===== src/rtl/lenet_load_ctrl.sv =====
// -----------------------------------------------------------------------------
// lenet_load_ctrl
// Sequencer between the register-write stream and the LeNet inference core.
// Register writes for weights, bias and input feature map are turned into
// addressed RAM writes. Once all buffers are full and enable is set, a single
// start pulse is issued. The core's done/result are then captured into sticky
// status outputs, and a new fmap write after completion starts the next image.
//
// Ports:
//   clk, reset          clock, synchronous active-high reset
//   soft_reset          level, same effect as reset while high
//   ce                  enable (gates start and core clock enable)
//   wr_valid/sel/data   incoming register write (sel 1=wt, 2=bias, 3=fmap)
//   wr_ready            write accepted when wr_valid && wr_ready
//   wt_*/bs_*/fm_*      registered RAM write ports (1-cycle latency)
//   core_start          one-cycle start pulse
//   core_ce             core clock enable (ce while running)
//   core_done/result    completion pulse and classified digit from the core
//   end_flag, result    sticky completion flag and captured digit
//   err_ovf             sticky overflow / illegal-write flag
//   state_o             debug state (0 IDLE, 1 LOAD, 2 RUN, 3 DONE)
// -----------------------------------------------------------------------------
module lenet_load_ctrl #(
  parameter int N_WEIGHT = 3220,
  parameter int N_BIAS   = 10,
  parameter int N_FMAP   = 784,
  parameter int DW       = 32
) (
  input  logic          clk,
  input  logic          reset,
  input  logic          soft_reset,
  input  logic          ce,
  input  logic          wr_valid,
  input  logic [1:0]    wr_sel,
  input  logic [DW-1:0] wr_data,
  output logic          wr_ready,
  output logic          wt_we,
  output logic [11:0]   wt_addr,
  output logic [DW-1:0] wt_wdata,
  output logic          bs_we,
  output logic [3:0]    bs_addr,
  output logic [DW-1:0] bs_wdata,
  output logic          fm_we,
  output logic [9:0]    fm_addr,
  output logic [DW-1:0] fm_wdata,
  output logic          core_start,
  output logic          core_ce,
  input  logic          core_done,
  input  logic [3:0]    core_result,
  output logic          end_flag,
  output logic [3:0]    result,
  output logic          err_ovf,
  output logic [1:0]    state_o
);

  typedef enum logic [1:0] {
    S_IDLE = 2'd0,
    S_LOAD = 2'd1,
    S_RUN  = 2'd2,
    S_DONE = 2'd3
  } state_t;

  localparam logic [11:0] WT_FULL = 12'(N_WEIGHT);
  localparam logic [3:0]  BS_FULL = 4'(N_BIAS);
  localparam logic [9:0]  FM_FULL = 10'(N_FMAP);

  state_t          state_q, state_d;
  logic [11:0]     wt_cnt_q, wt_cnt_d;
  logic [3:0]      bs_cnt_q, bs_cnt_d;
  logic [9:0]      fm_cnt_q, fm_cnt_d;
  logic            wt_we_q, wt_we_d;
  logic [11:0]     wt_addr_q, wt_addr_d;
  logic [DW-1:0]   wt_wdata_q, wt_wdata_d;
  logic            bs_we_q, bs_we_d;
  logic [3:0]      bs_addr_q, bs_addr_d;
  logic [DW-1:0]   bs_wdata_q, bs_wdata_d;
  logic            fm_we_q, fm_we_d;
  logic [9:0]      fm_addr_q, fm_addr_d;
  logic [DW-1:0]   fm_wdata_q, fm_wdata_d;
  logic            core_start_q, core_start_d;
  logic            end_flag_q, end_flag_d;
  logic [3:0]      result_q, result_d;
  logic            err_ovf_q, err_ovf_d;

  logic            accept_s;
  logic            restart_s;
  logic [9:0]      fm_base_s;

  // The core is never handed a write while it is running.
  assign wr_ready = (state_q != S_RUN);

  // Next-state, counter and RAM-port computation.
  always_comb begin
    state_d      = state_q;
    wt_cnt_d     = wt_cnt_q;
    bs_cnt_d     = bs_cnt_q;
    fm_cnt_d     = fm_cnt_q;
    wt_we_d      = 1'b0;
    wt_addr_d    = wt_addr_q;
    wt_wdata_d   = wt_wdata_q;
    bs_we_d      = 1'b0;
    bs_addr_d    = bs_addr_q;
    bs_wdata_d   = bs_wdata_q;
    fm_we_d      = 1'b0;
    fm_addr_d    = fm_addr_q;
    fm_wdata_d   = fm_wdata_q;
    core_start_d = 1'b0;
    end_flag_d   = end_flag_q;
    result_d     = result_q;
    err_ovf_d    = err_ovf_q;

    accept_s  = wr_valid && wr_ready;
    // First fmap write after completion begins a new image at address 0.
    restart_s = accept_s && (state_q == S_DONE) && (wr_sel == 2'd3);
    fm_base_s = restart_s ? 10'd0 : fm_cnt_q;

    if (accept_s) begin
      case (wr_sel)
        2'd1: begin
          // Weights are frozen after completion; a write there is illegal.
          if ((state_q != S_DONE) && (wt_cnt_q != WT_FULL)) begin
            wt_we_d    = 1'b1;
            wt_addr_d  = wt_cnt_q;
            wt_wdata_d = wr_data;
            wt_cnt_d   = wt_cnt_q + 12'd1;
          end else begin
            err_ovf_d  = 1'b1;
          end
        end
        2'd2: begin
          if ((state_q != S_DONE) && (bs_cnt_q != BS_FULL)) begin
            bs_we_d    = 1'b1;
            bs_addr_d  = bs_cnt_q;
            bs_wdata_d = wr_data;
            bs_cnt_d   = bs_cnt_q + 4'd1;
          end else begin
            err_ovf_d  = 1'b1;
          end
        end
        2'd3: begin
          if (fm_base_s != FM_FULL) begin
            fm_we_d    = 1'b1;
            fm_addr_d  = fm_base_s;
            fm_wdata_d = wr_data;
            fm_cnt_d   = fm_base_s + 10'd1;
          end else begin
            err_ovf_d  = 1'b1;
          end
        end
        default: err_ovf_d = 1'b1;
      endcase
    end else begin
      err_ovf_d = err_ovf_q;
    end

    case (state_q)
      S_IDLE: begin
        if (ce) begin
          state_d = S_LOAD;
        end else begin
          state_d = S_IDLE;
        end
      end
      S_LOAD: begin
        // Post-write counts are used so the last write and the start share an edge.
        if (ce && (wt_cnt_d == WT_FULL) && (bs_cnt_d == BS_FULL) && (fm_cnt_d == FM_FULL)) begin
          state_d      = S_RUN;
          core_start_d = 1'b1;
        end else begin
          state_d      = S_LOAD;
        end
      end
      S_RUN: begin
        if (core_done) begin
          state_d    = S_DONE;
          result_d   = core_result;
          end_flag_d = 1'b1;
        end else begin
          state_d    = S_RUN;
        end
      end
      S_DONE: begin
        if (restart_s) begin
          state_d    = S_LOAD;
          end_flag_d = 1'b0;
        end else begin
          state_d    = S_DONE;
        end
      end
      default: state_d = S_IDLE;
    endcase
  end

  // State and registered-output flops; soft_reset behaves as reset.
  always_ff @(posedge clk) begin
    if (reset || soft_reset) begin
      state_q      <= S_IDLE;
      wt_cnt_q     <= 12'd0;
      bs_cnt_q     <= 4'd0;
      fm_cnt_q     <= 10'd0;
      wt_we_q      <= 1'b0;
      wt_addr_q    <= 12'd0;
      wt_wdata_q   <= '0;
      bs_we_q      <= 1'b0;
      bs_addr_q    <= 4'd0;
      bs_wdata_q   <= '0;
      fm_we_q      <= 1'b0;
      fm_addr_q    <= 10'd0;
      fm_wdata_q   <= '0;
      core_start_q <= 1'b0;
      end_flag_q   <= 1'b0;
      result_q     <= 4'd0;
      err_ovf_q    <= 1'b0;
    end else begin
      state_q      <= state_d;
      wt_cnt_q     <= wt_cnt_d;
      bs_cnt_q     <= bs_cnt_d;
      fm_cnt_q     <= fm_cnt_d;
      wt_we_q      <= wt_we_d;
      wt_addr_q    <= wt_addr_d;
      wt_wdata_q   <= wt_wdata_d;
      bs_we_q      <= bs_we_d;
      bs_addr_q    <= bs_addr_d;
      bs_wdata_q   <= bs_wdata_d;
      fm_we_q      <= fm_we_d;
      fm_addr_q    <= fm_addr_d;
      fm_wdata_q   <= fm_wdata_d;
      core_start_q <= core_start_d;
      end_flag_q   <= end_flag_d;
      result_q     <= result_d;
      err_ovf_q    <= err_ovf_d;
    end
  end

  assign wt_we      = wt_we_q;
  assign wt_addr    = wt_addr_q;
  assign wt_wdata   = wt_wdata_q;
  assign bs_we      = bs_we_q;
  assign bs_addr    = bs_addr_q;
  assign bs_wdata   = bs_wdata_q;
  assign fm_we      = fm_we_q;
  assign fm_addr    = fm_addr_q;
  assign fm_wdata   = fm_wdata_q;
  assign core_start = core_start_q;
  // The core only advances while running and enabled; dropping ce stalls it.
  assign core_ce    = (state_q == S_RUN) && ce;
  assign end_flag   = end_flag_q;
  assign result     = result_q;
  assign err_ovf    = err_ovf_q;
  assign state_o    = state_q;

endmodule


===== config.mk =====
export PLATFORM = sky130hd
export DESIGN_NAME = lenet_load_ctrl
export DESIGN_NICKNAME = d
export VERILOG_FILES = /design/src/rtl/lenet_load_ctrl.sv
export SDC_FILE = /design/constraint.sdc
export NUM_CORES = 1
export LEC_CHECK = 0
export BUFFER_PORTS_ARGS = -buffer_cell sky130_fd_sc_hd__buf_2
export CAP_MARGIN = 0
export CORE_MARGIN = 2
export CORE_UTILIZATION = 47
export DETAILED_ROUTE_END_ITERATION = 7
export PLACE_DENSITY_LB_ADDON = 0.15
export SETUP_SLACK_MARGIN = 0.1
export SYNTH_ARGS = -nofsm -noshare
export SYNTH_HDL_FRONTEND = slang
export SYNTH_SLANG_ARGS = --single-unit

===== constraint.sdc =====
create_clock -name clk -period 2.09 [get_ports clk]
set_input_delay 0.209 -clock clk [delete_from_list [all_inputs] [get_ports clk]]
set_output_delay 0.209 -clock clk [all_outputs]
set_load 0.01 [all_outputs]

Word-level counts from Yosys, hierarchy flattened
Cells that the tools add are included.
Cells by class
  add/sub/neg operators: 3
  multiply operators: 0
  div/mod/pow operators: 0
  order comparisons: 0
  equality and inequality tests: 19
  shifts and indexed selects: 0
  mux-type cells: 26
  bitwise logic cells: 5
  reduce and logical (&&, ||, !) cells: 22
Operator list (count)
  $mux W10: 4
  $mux W12: 3
  $ne A2 B2 Y1 const B: 7
  $add A12 B1 Y12 const B: 1
  $eq A12 B12 Y1 const B: 1
  $mux W4: 3
  $ne A12 B12 Y1 const B: 1
  $reduce_and A3 Y1: 4
  $mux W1: 11
  $add A10 B1 Y10 const B: 1
  $eq A10 B10 Y1 const B: 1
  $ne A10 B10 Y1 const B: 1
  $logic_and A1 B1 Y1: 9
  $reduce_or A3 Y1: 3
  $eq A2 B2 Y1 const B: 4
  $pmux W2 S4: 1
  $not A1 Y1: 5
  $add A4 B1 Y4 const B: 1
  $eq A2 B1 Y1 const B: 2
  $eq A4 B4 Y1 const B: 1
  $mux W2: 2
  $ne A4 B4 Y1 const B: 1
  $reduce_and A4 Y1: 1
  $pmux W1 S3: 1
  6 further kinds: 6
Word-level totals
  bits in registers: 160
  bits in latches: 0
  bits in writable memories: 0
  ROM bits: 0
  input bits: 44
  output and inout port bits: 136
  logic and storage cells: 92
  memories kept: 0

Depth between registers and ports, before layout
  word-level depth: 13
  depth in mapped cells: 9
  depth with buffers taken out: 9

Worst setup path before layout
Ideal clock, no wire load.
  kind: reg-to-reg
  from: reg state_q[1], in the netlist state_o[1]
  to: reg state_q[0], in the netlist state_o[0]
  data arrival time: 1.965 ns
  data required time: 1.960 ns
  path slack: -0.005 ns
  stages on the path, launching flop included: 9
  buffers on the path: 1
  path through: dfxtp_1 -> and4bb_1 -> buf_6 -> nand3_4 -> or4_4 -> a222oi_1 -> nand4_1 -> nor3_1 -> nor3_1
On the way
  cells in the longest elaborated chain, start to end: 13
  elaborated cells between the ends (all ways): 31
  classes of those cells: add/sub: 1; eq/ne: 9; mux: 12; reduce/logical: 9
Ends and longest elaborated chain
  start, declared: RTL line 67  | state_t state_q, state_d;
  start signal, assigned: RTL line 215  | state_q <= state_d;
  $ne A2 B2 Y1: RTL line 90  | assign wr_ready = (state_q != S_RUN);
  $logic_and A1 B1 Y1: RTL line 112  | accept_s = wr_valid && wr_ready;
  $logic_and A1 B1 Y1 (2 in a row): RTL line 114  | restart_s = accept_s && (state_q == S_DONE) && (wr_sel == 2'd3);
  $mux W10: RTL line 115  | fm_base_s = restart_s ? 10'd0 : fm_cnt_q;
  $add A10 B1 Y10 or $ne A10 B10 Y1 (tied branches): RTL line 145, 141
  $mux W10: RTL line 141  | if (fm_base_s != FM_FULL) begin
  $mux W10: RTL line 118  | case (wr_sel)
  $mux W10: RTL line 117  | if (accept_s) begin
  $eq A10 B10 Y1: RTL line 166  | if (ce && (wt_cnt_d == WT_FULL) && (bs_cnt_d == BS_FULL) && (fm_cnt_d == FM_FULL)) begin
  $logic_and A1 B1 Y1: RTL line 166
  $mux W2: RTL line 166
  $pmux W2 S4 (*): RTL line 156  | case (state_q)
Mark *: on every way between the ends. The rest lies on a longest branch, timed or not.
A chain may end at the register's enable or synchronous reset.

Worst setup path after layout
  from: reg wt_cnt_q[0]
  to: reg core_start_q, in the netlist core_start
On the way
  cells in the longest elaborated chain, start to end: 10
  elaborated cells between the ends (all ways): 11
  classes of those cells: add/sub: 1; eq/ne: 2; mux: 4; reduce/logical: 4
Ends and longest elaborated chain
  start, declared: RTL line 68  | logic [11:0] wt_cnt_q, wt_cnt_d;
  start signal, assigned: RTL line 216  | wt_cnt_q <= wt_cnt_d;
  parallel branches: the longest is 4 deep, another holds $add A12 B1 Y12
  $mux W12 (*): RTL line 117
  $eq A12 B12 Y1 (*): RTL line 166
  $logic_and A1 B1 Y1 (*) (3 in a row): RTL line 166
  $mux W1 (*): RTL line 166
  end signal, assigned: RTL line 228  | core_start_q <= core_start_d;
  end, declared: RTL line 80  | logic core_start_q, core_start_d;
Every way passes the cells marked *.

==> flow_summary.toml <==
[run_status]
status = "finished, violations left"
violations = "setup timing"

[min_path]
hold_path_class = "input port to flop"
min_to = "result[3]$_SDFFE_PP0P_"
worstHoldStart = "core_result[3]"
worst_hold_path.num_cells = 3

[setup_path]
critPathArrivalTime_ps = 2590
slowest_stage = "dfxtp_4"
cpPeakStageDelay_ps = 380
crit_start = "wt_cnt_q[0]$_SDFF_PP0_"
worstPathRequired_ps = 2410
cp_top_family = "simple AND/OR/NAND/NOR gates"
crit_top_cell = "buf_4"
cp_max_fo = 5
crit-reg2reg-launch = "wt_cnt_q[0]$_SDFF_PP0_"
cp-end-kind = "flop"
r2r_end = "core_start$_SDFF_PP0_"
r2r_cells = 10
crit_chain = "inv_2, ha_1, nand4b_1, buf_4, nor3_4, mux2i_1, nor4_2, nand4_1, buf_4, nor4_4"
crit_type = "flop to flop"
rrSetupSlack_ps = -180
critPathLaunchType = "flop"
crit_buf_inv = 3

[global_routing]
grt_max_degree = 49
overflow = 0
grt_pass1_vias = 5901
antenna_found_initial = 0
globalRouteTotalUtil = 0.2627
grt_first_pass_wirelength_um = 29880

[placed_design]
port_buffers = 179
gp_congestion = 0.8911
dpl.hpwl_um = 12710

[floorplanning]
fp.dieH_um = 120.0
start_util = 0.4795
die-area_mm2 = 0.01440
die_w_um = 120.0
io_pins = 180
rows = 42
core_area_mm2 = 0.01319

[synth]
synth_area_leaders = "dfxtp_1 51%, nand2_1 15%, a21oi_1 11%"
syn-instance-count = 806
synth_edf_count = 0
yosysTopAreaCellShare = 0.5064
synth_seq_cells = 160
async_flop_share = 0
yosysUniqueCellTypes = 54
ys_warn_count = 0
avgSynthCellArea_um2 = 7.847
syn-num-nets = 854
synth_flop_cell = "dfxtp_1"
syn-cell-area_mm2 = 0.006325
seq_area_frac_synth = 0.5064
yosysTopAreaCell = "dfxtp_1"

[timing]
fin_crit_ps = 2271
hold_viol = 0
setup_viol = 3
whs_ps = 37.38
rsz0062_at_grt = "yes"
relSlewSlack = 0.5809
tightest_slew_ps = 628.6
fin_skew_ps = 7.701
slew_violations = 0
fin_tns_setup_ps = -386.8
finalCritPeriodShare = 1.087
fin_ws_ps = -181.3
timing.fmax_mhz = 440.3

[cts]
clock_sink_count = 160
cts_buffer_depth = 2
clk_latency_ps = 420
htreeDepth = 4
cts.clk_slew.worst_paths_ps = 60
numCtsBuffers = 17
cts_tree = "done"
root_buffer = "clkbuf_16"

[finish]
antenna_cells = 0
layout_common_cells = "261 x nand2_1, 179 x buf_2, 156 x dfxtp_1"
syn_to_final_growth_pct = 36.28
post-route-util = 0.6535
fill_cells = 1197
layout.nets = 1066
drive_above_1_share = 0.3036
layout_commonest_cell = "nand2_1"

[detailed_routing]
num_vias = 6415
routedWlPerCell_um = 15.91
drtAntennaViolNets = 0
dr.pass1.iters = 8
drt_iter0_drc = 404
drc = 0
vias_per_cell = 5.315
wl_um = 19210

[power_and_ir_drop]
leakagePower_nw = 3.472
swShare = 0.2337
switchingPower_mw = 1.523
vdd_drop_max_mv = 0.4706
power_mw = 6.516
p_per_area_mw_per_mm2 = 756.0
clkPwrFrac = 0.466
pwr-share-seq = 0.474
p_int_mw = 4.993
p_comb_frac = 0.059

[run]
max_cap_violations = 0
[state kept, by name, indices dropped and copies added, names as in the netlist]
name	cells
bs_addr	4
fm_cnt_q	10
bs_cnt_q	4
wt_addr	12
bs_we	1
bs_wdata	32
fm_we	1
wt_wdata	32
state_o	2
wt_cnt_q	12
result	4
fm_addr	10
core_start	1
err_ovf	1
wt_we	1
fm_wdata	32
end_flag	1
[logic make-up (layout without fill, tap and decap cells)]
| family | count (synthesis) | after routing | synth area share |
|---|---|---|---|
| AOI/OAI and AO/OA | 184 | 184 | 0.1608 |
| xor gates and xnor gates | 11 | 11 | 0.01523 |
| adders and majority gates | 4 | 4 | 0.007913 |
| buffers and inverters | 64 | 286 | 0.04115 |
| DFF | 160 | 160 | 0.5064 |
| muxes | 2 | 2 | 0.003165 |
| and+or+nand+nor | 381 | 384 | 0.2653 |
[power by group through the flow]
stage               Clock [mW]  Sequential, mW  Combinational, mW
floorplan                    0            3.18              0.165
global placement             0            3.16              0.361
detailed placement           0            3.16              0.363
CTS                       3.08            3.09              0.379
global route              3.19            3.09              0.420
finish                    3.04            3.09              0.385
[worst max-delay path by stage]
| stage | to | slack (ps) | cells past startpoint |
|---|---|---|---|
| 6_report | core_start$_SDFF_PP0_ | -180 | 10 |
| 5_1_grt | core_start$_SDFF_PP0_ | -300 | 9 |
| 4_1_cts | state_o[0]$_SDFF_PP0_ | -90 | 7 |
| 3_5_place_dp | core_start$_SDFF_PP0_ | -260 | 7 |
| 3_3_place_gp | core_start$_SDFF_PP0_ | -250 | 7 |
| 2_1_floorplan | state_o[0]$_SDFF_PP0_ | 110 | 8 |
[what timing repair did]
action / CTS / global route
resized for setup: 21 / 14
pin swaps: 8 / 11
setup endpoints to repair: 47 / 65
gates cloned: 2 / 1
setup buffers: 2 / 2
hold buffers: 0 / 0
[per-stage QoR]
step / setup WS [ps] / cell area [um2] / instances
after floorplan: 111.7 / 6336 / 806
after global placement: -248.9 / 7818 / 1168
after detailed placement: -262.4 / 7818 / 1168
after CTS: -91.07 / 8538 / 1204
after global routing: -296.5 / 8620 / 1207
final: -181.3 / 8620 / 1207
[metal layers]
layer / vias to the layer above / part of all wire / global-route usage
met2: 236 / 0.48 / 0.4315
li1: 3157 / - / -
met4: 0 / 0.024 / 0.1022
met5: - / 0 / 0
met3: 39 / 0.064 / 0.05608
met1: 2983 / 0.43 / 0.3373
[Yosys cell counts (7+ instances only)]
library cell / number
nand2_1: 261
nand3_1: 27
nand2b_1: 7
inv_1: 8
a21oi_1: 140
nor2_1: 32
dfxtp_1: 160
nand4_1: 9
buf_1: 8
clkbuf_1: 42
nor3_1: 7
o21ai_0: 12
[final cells by class]
type / count / area [um2] / share of cell area
clock buffers: 22 / 484.2 / 0.05618
clock inverters: 10 / 101.3 / 0.01176
inverters: 8 / 30.03 / 0.003484
multi-input cells: 585 / 3070 / 0.3562
flip-flops and latches: 160 / 3216 / 0.3731
well taps: 176 / 220.2 / 0.02555
repair buffers: 246 / 1498 / 0.1738
[worst register-to-register path: cells and delay by family, from the launching register on]
kind | cells | cell delay (ps)
and+or+nand+nor | 5 | 1030
DFF | 1 | 380
buffers and inverters | 3 | 460
adders and majority gates | 1 | 150
muxes | 1 | 150
Note: power is estimated with default switching activity, not from simulation.
